$ cat config.mk
export PLATFORM = sky130hd
export DESIGN_NAME = ps2_scan_rx
export DESIGN_NICKNAME = d
export VERILOG_FILES = /design/src/rtl/ps2_scan_rx.sv
export SDC_FILE = /design/constraint.sdc
export NUM_CORES = 1
export LEC_CHECK = 0
export CAP_MARGIN = 20
export CORE_MARGIN = 5
export CORE_UTILIZATION = 45
export CTS_CLUSTER_DIAMETER = 120
export CTS_CLUSTER_SIZE = 14
export DETAILED_ROUTE_END_ITERATION = 6
export PLACE_DENSITY = 0.74
export SYNTH_ARGS = -nofsm -noshare
export SYNTH_HDL_FRONTEND = slang
export SYNTH_SLANG_ARGS = --single-unit
$ cat constraint.sdc
create_clock -name clk -period 2.8 [get_ports clk]
set_input_delay 0.56 -clock clk [delete_from_list [all_inputs] [get_ports clk]]
set_output_delay 0.56 -clock clk [all_outputs]
set_load 0.02 [all_outputs]
$ cat src/rtl/ps2_scan_rx.sv
// rtl/ps2_scan_rx.sv - PS/2 keyboard deframer with scan-code FIFO (optional timeout: PS2_TIMEOUT_EN)
module ps2_scan_rx #(
    parameter int FIFO_DEPTH     = 8,
    parameter int TIMEOUT_CYCLES = 2048
) (
    input  logic       clk,
    input  logic       clr,
    input  logic       ps2_clk,
    input  logic       ps2_data,
    input  logic       nextdata_n,
    output logic [7:0] data,
    output logic       ready,
    output logic       overflow,
    output logic       frame_err
);
    localparam int AW = $clog2(FIFO_DEPTH);

    typedef enum logic [1:0] {S_IDLE, S_DATA, S_PARITY, S_STOP} state_t;

    // [0] first sync stage, [1] synchronised level, [2] history for edge detect
    logic [2:0]  clk_sync_q, clk_sync_d;
    logic [1:0]  dat_sync_q, dat_sync_d;
    state_t      state_q, state_d;
    logic [2:0]  bit_cnt_q, bit_cnt_d;
    logic [7:0]  shift_q, shift_d;
    logic        parity_q, parity_d;
    logic        frame_err_q, frame_err_d;
    logic        overflow_q, overflow_d;
    logic [AW:0] wr_ptr_q, wr_ptr_d;
    logic [AW:0] rd_ptr_q, rd_ptr_d;
    logic [7:0]  mem_q [FIFO_DEPTH];

    logic fall;
    logic bit_in;
    logic push_req;
    logic do_push;
    logic pop;
    logic empty;
    logic full;
    logic timeout;

    assign fall   = clk_sync_q[2] & ~clk_sync_q[1];
    assign bit_in = dat_sync_q[1];

    // Shift the raw pins into their synchroniser chains
    always_comb begin
        clk_sync_d = {clk_sync_q[1:0], ps2_clk};
        dat_sync_d = {dat_sync_q[0], ps2_data};
    end

`ifdef PS2_TIMEOUT_EN
    localparam int TW = $clog2(TIMEOUT_CYCLES + 1);
    logic [TW-1:0] to_cnt_q, to_cnt_d;

    // A partial frame is abandoned once the keyboard stays silent too long
    always_comb begin
        timeout  = (state_q != S_IDLE) && !fall && (to_cnt_q == TW'(TIMEOUT_CYCLES));
        to_cnt_d = to_cnt_q;
        if (fall || timeout) begin
            to_cnt_d = '0;
        end else if (state_q != S_IDLE) begin
            to_cnt_d = to_cnt_q + TW'(1);
        end
    end

    // Timeout counter register
    always_ff @(posedge clk or posedge clr) begin
        if (clr) begin
            to_cnt_q <= '0;
        end else begin
            to_cnt_q <= to_cnt_d;
        end
    end
`else
    assign timeout = 1'b0;
`endif

    // Frame deframer: start, 8 data bits LSB first, odd parity, stop
    always_comb begin
        state_d     = state_q;
        bit_cnt_d   = bit_cnt_q;
        shift_d     = shift_q;
        parity_d    = parity_q;
        push_req    = 1'b0;
        frame_err_d = 1'b0;
        if (fall) begin
            case (state_q)
                S_IDLE: begin
                    if (!bit_in) begin
                        state_d   = S_DATA;
                        bit_cnt_d = 3'd0;
                    end
                end
                S_DATA: begin
                    shift_d   = {bit_in, shift_q[7:1]};
                    bit_cnt_d = bit_cnt_q + 3'd1;
                    if (bit_cnt_q == 3'd7) begin
                        state_d = S_PARITY;
                    end
                end
                S_PARITY: begin
                    parity_d = bit_in;
                    state_d  = S_STOP;
                end
                S_STOP: begin
                    if (bit_in && (^{shift_q, parity_q})) begin
                        push_req = 1'b1;
                    end else begin
                        frame_err_d = 1'b1;
                    end
                    state_d = S_IDLE;
                end
                default: state_d = S_IDLE;
            endcase
        end
        if (timeout) begin
            state_d     = S_IDLE;
            frame_err_d = 1'b1;
        end
    end

    // FIFO pointer and overflow control; a pop frees room for a same-cycle push
    always_comb begin
        empty      = (wr_ptr_q == rd_ptr_q);
        full       = (wr_ptr_q[AW] != rd_ptr_q[AW]) && (wr_ptr_q[AW-1:0] == rd_ptr_q[AW-1:0]);
        pop        = !nextdata_n && !empty;
        do_push    = push_req && (!full || pop);
        overflow_d = overflow_q | (push_req && full && !pop);
        wr_ptr_d   = do_push ? wr_ptr_q + (AW+1)'(1) : wr_ptr_q;
        rd_ptr_d   = pop ? rd_ptr_q + (AW+1)'(1) : rd_ptr_q;
    end

    // Control and status registers
    always_ff @(posedge clk or posedge clr) begin
        if (clr) begin
            clk_sync_q  <= 3'b111;
            dat_sync_q  <= 2'b11;
            state_q     <= S_IDLE;
            bit_cnt_q   <= 3'd0;
            shift_q     <= 8'h00;
            parity_q    <= 1'b0;
            frame_err_q <= 1'b0;
            overflow_q  <= 1'b0;
            wr_ptr_q    <= '0;
            rd_ptr_q    <= '0;
        end else begin
            clk_sync_q  <= clk_sync_d;
            dat_sync_q  <= dat_sync_d;
            state_q     <= state_d;
            bit_cnt_q   <= bit_cnt_d;
            shift_q     <= shift_d;
            parity_q    <= parity_d;
            frame_err_q <= frame_err_d;
            overflow_q  <= overflow_d;
            wr_ptr_q    <= wr_ptr_d;
            rd_ptr_q    <= rd_ptr_d;
        end
    end

    // FIFO storage; the completed byte still sits in the shift register during STOP
    always_ff @(posedge clk) begin
        if (do_push) begin
            mem_q[wr_ptr_q[AW-1:0]] <= shift_q;
        end
    end

    assign ready     = !empty;
    assign data      = empty ? 8'h00 : mem_q[rd_ptr_q[AW-1:0]];
    assign overflow  = overflow_q;
    assign frame_err = frame_err_q;

endmodule
==> out/metrics.yaml <==
run_status:
  status: "finished clean"
floorplanning:
  start_util_pct: 46.6
  pin_count: 16
  fp.dieH_um: 103
  core_area_sq_um: 8300
  die_x_um: 103
  die-area_sq_um: 10500
  rows: 33
synth:
  yosysTopAreaCell: "edfxtp_1"
  synth_area_leaders: "edfxtp_1 (50%), dfrtp_1 (16%), mux4_2 (9.3%), dfstp_2 (3.4%), mux2_2 (3.2%)"
  synth_xor_area_share_pct: 4.79
  synth-compound-area-share_pct: 1.75
  synthCells: 214
  ys_types: 38
  synth_seq_cells: 93
  synthesis.nets: 227
  synthMuxAreaShare_pct: 15.0
  yosysWarnings: 0
  synth_top_family_by_area: "multiplexers"
  yosysTopAreaCellShare_pct: 49.7
  syn_avg_cell_area_sq_um: 18.1
  yosysSeqAreaShare_pct: 68.6
  yosys.area_share.simple_pct: 5.37
  syn_area_sq_um: 3870
  synth_fa_ha_area_share_pct: 2.59
worst_hold_path:
  min_from: "dat_sync_q[0]$_DFF_PP1_"
  hold_class: "flip-flop to flip-flop"
  worstHoldPathCells: 0
  hold-path-endpoint: "dat_sync_q[1]$_DFF_PP1_"
timing:
  report.final.hold_viol_count: 0
  min_period_ns: 2.59
  final.setup.tns_ns: 0
  skew_ns: 0.00863
  rsz0062_at_grt: "no"
  drv_slew: 0
  whs_ns: 0.362
  worst_slew_pin_slew_ns: 0.457
  fin_crit_sh_pct: 92.7
  setup_violations: 0
  fmax_ghz: 0.385
  slew_headroom_pct: 69.3
detailed_routing:
  drc_errors: 0
  wl_um: 6340
  num_vias: 1902
  wire_per_inst_um: 17.8
  ant_nets: 0
  drtIter0Drc: 58
  drt_pass1_iterations: 4
  routed_via_density: 5.34
placed_design:
  gp_congestion: 0.737
  dpl.hpwl_um: 4190
  port_buffers: 15
clocking:
  clock_sinks: 93
  clkTransAtPathRegs_ns: 0.09
  cts_tree: "yes"
  htreeDepth: 3
  numCtsBuffers: 9
  holdBufCountCts: 0
  cts_buffer_depth: 2
  cts_root_buf: "clkbuf_8"
  clock_latency_ns: 0.36
power:
  switching_power_w: 0.00163
  pwr-share-comb_pct: 37.1
  seqPwrFrac_pct: 43.3
  pwr_density_cell_nw_per_um2: 1060
  ir_drop_v: 0.000500
  p_clk_share_pct: 19.6
  p_leak_nw: 1.67
  internal_power_w: 0.00306
  switching_share_pct: 34.7
setup_path:
  critPathSlowestCell: "dfrtp_2"
  crit_required_ns: 2.24
  crit_arrival_ns: 2.03
  r2r_cells: 6
  r2r_end: "mem_q[6][7]$_DFFE_PP_"
  slowest_delay_ns: 0.44
  criticalPathCategory: "flip-flop to output port"
  path_buf_inv: 3
  cp_max_fo: 10
  critPathLaunchType: "flip-flop"
  rrSetupSlack_ns: 0.24
  cp_top_family: "buffers and inverters"
  timing.rr.start: "shift_q[4]$_DFFE_PP0P_"
  crit_chain: "buf_4 -> xor2_2 -> nor4_4 -> buf_6 -> nor2_1 -> dlygate4sd2_1"
  endpoint_kind: "output port"
global_routing:
  grtUsageTotal_pct: 13.9
  grt_pass1_vias: 1961
  grt_first_pass_wirelength_um: 10500
  overflow: 0
  antenna_found_initial: 0
  grt_max_degree: 30
final_layout:
  drive_gt1_share_pct: 29.1
  area_growth_syn_to_layout_pct: 14.4
  layout.nets: 259
  n_antenna_cell: 0
job:
  cap_violations: 0
-- power by group through the flow --
stage / sequential (W) / combinational (W) / clock [W]
2_1_floorplan: 0.00195 / 0.00140 / 0
3_3_place_gp: 0.00206 / 0.00181 / 0
3_5_place_dp: 0.00208 / 0.00183 / 0
4_1_cts: 0.00204 / 0.00178 / 0.000945
5_1_grt: 0.00208 / 0.00191 / 0.00102
6_report: 0.00203 / 0.00174 / 0.000919
-- cell families (layout without fill, tap and decap cells) --
| group | after synthesis | after routing |
|---|---|---|
| adders and majority gates | 8 | 8 |
| DFF | 93 | 93 |
| xor gates and xnor gates | 17 | 17 |
| and+or+nand+nor | 35 | 35 |
| muxes | 36 | 36 |
| AOI/OAI and AO/OA | 9 | 9 |
| buffers and inverters | 16 | 53 |
-- cell type report --
class / count / area [sq um]
fillers: 658 / 3880
flip-flops and latches: 93 / 2660
multi-input cells: 105 / 1140
repair buffers: 29 / 260
well taps: 105 / 131
clock buffers: 9 / 124
clock inverters: 7 / 82.6
inverters: 8 / 30.0
-- synth_stat cells --
master,count
buf_4,2
edfxtp_1,64
ha_1,8
buf_1,1
mux4_2,16
nor4_4,1
nand3_4,1
inv_1,8
and2_2,1
nand2_1,5
a21boi_0,1
nor2b_1,1
clkbuf_1,1
nand4_1,2
nor3_1,3
xor2_1,7
a21oi_1,1
xor2_2,1
and2_1,1
xnor2_2,2
xnor2_1,6
dfrtp_1,24
mux2i_1,8
and4_2,1
o21ai_0,3
buf_2,3
a32o_1,2
nand3_1,1
nor4_1,7
nor2_2,1
nor2_1,10
clkbuf_2,1
mux2_2,11
a21o_1,1
a31oi_2,1
dfstp_2,5
xnor3_1,1
mux2_4,1
-- stage by stage --
stage / worst slack (ns) / cells / power, W / area [sq um] / utilization, %
6_report: 0.206 / 356 / 0.00469 / 4420 / 53.3
5_1_grt: 0.0187 / 356 / 0.00500 / 4420 / 53.3
4_1_cts: 0.170 / 356 / 0.00476 / 4420 / 53.3
3_5_place_dp: 0.192 / 339 / 0.00391 / 4220 / 50.8
3_3_place_gp: 0.222 / 339 / 0.00386 / 4220 / 50.8
2_1_floorplan: 0.116 / 214 / 0.00335 / 3870 / -
-- registers in the layout, summed over array words and instances, names as in the netlist --
signal and cells:
wr_ptr_q 4, dat_sync_q 2, frame_err 1, clk_sync_q 3, mem_q 64, bit_cnt_q 3
shift_q 8, overflow 1, rd_ptr_q 4, state_q 2, parity_q 1
-- cell usage in the layout (no fill, tap or decap), types with 2 or more instances in the layout --
cell type and n:
edfxtp_1 64, dfrtp_1 23, mux4_2 16, buf_4 12, mux2_2 11, nor2_1 10, clkbuf_8 9, dlygate4sd2_1 9
inv_1 8, mux2i_1 8, ha_1 8, xor2_1 7, nor4_1 7, xnor2_1 6, clkdlybuf4s50_1 6, nand2_1 5
dfstp_2 5, o21ai_0 3, nor3_1 3, a32o_1 2, xnor2_2 2, nand4_1 2, inv_8 2
-- layer usage --
layer / share of wire (%) / global-route usage, % / vias up / routed length (um)
met4: 2.5 / 6.76 / 0 / 159
li1: - / - / 883 / -
met5: 0 / 0 / - / 0
met3: 3.4 / 2.84 / 12 / 215
met1: 44 / 18.0 / 969 / 2760
met2: 51 / 22.4 / 38 / 3200
-- worst max path at each step --
stage                                  startpoint                     to  slack [ns]  cells after the start
after floorplan            shift_q[4]$_DFFE_PP0P_  mem_q[1][0]$_DFFE_PP_        0.12                      5
after global placement    rd_ptr_q[0]$_DFFE_PP0P_                data[3]        0.22                      5
after detailed placement  rd_ptr_q[0]$_DFFE_PP0P_                data[3]        0.19                      5
after CTS                 rd_ptr_q[0]$_DFFE_PP0P_                data[3]        0.17                      5
after global routing       shift_q[4]$_DFFE_PP0P_  mem_q[6][7]$_DFFE_PP_        0.02                      6
final                     rd_ptr_q[0]$_DFFE_PP0P_                data[1]        0.21                      6
-- timing repair --
action / in CTS / in global routing
buffers inserted: 1 / 0
gates resized for setup: 11 / 0
setup endpoints to repair: 8 / 0
Note: power is estimated with default switching activity, not from simulation.
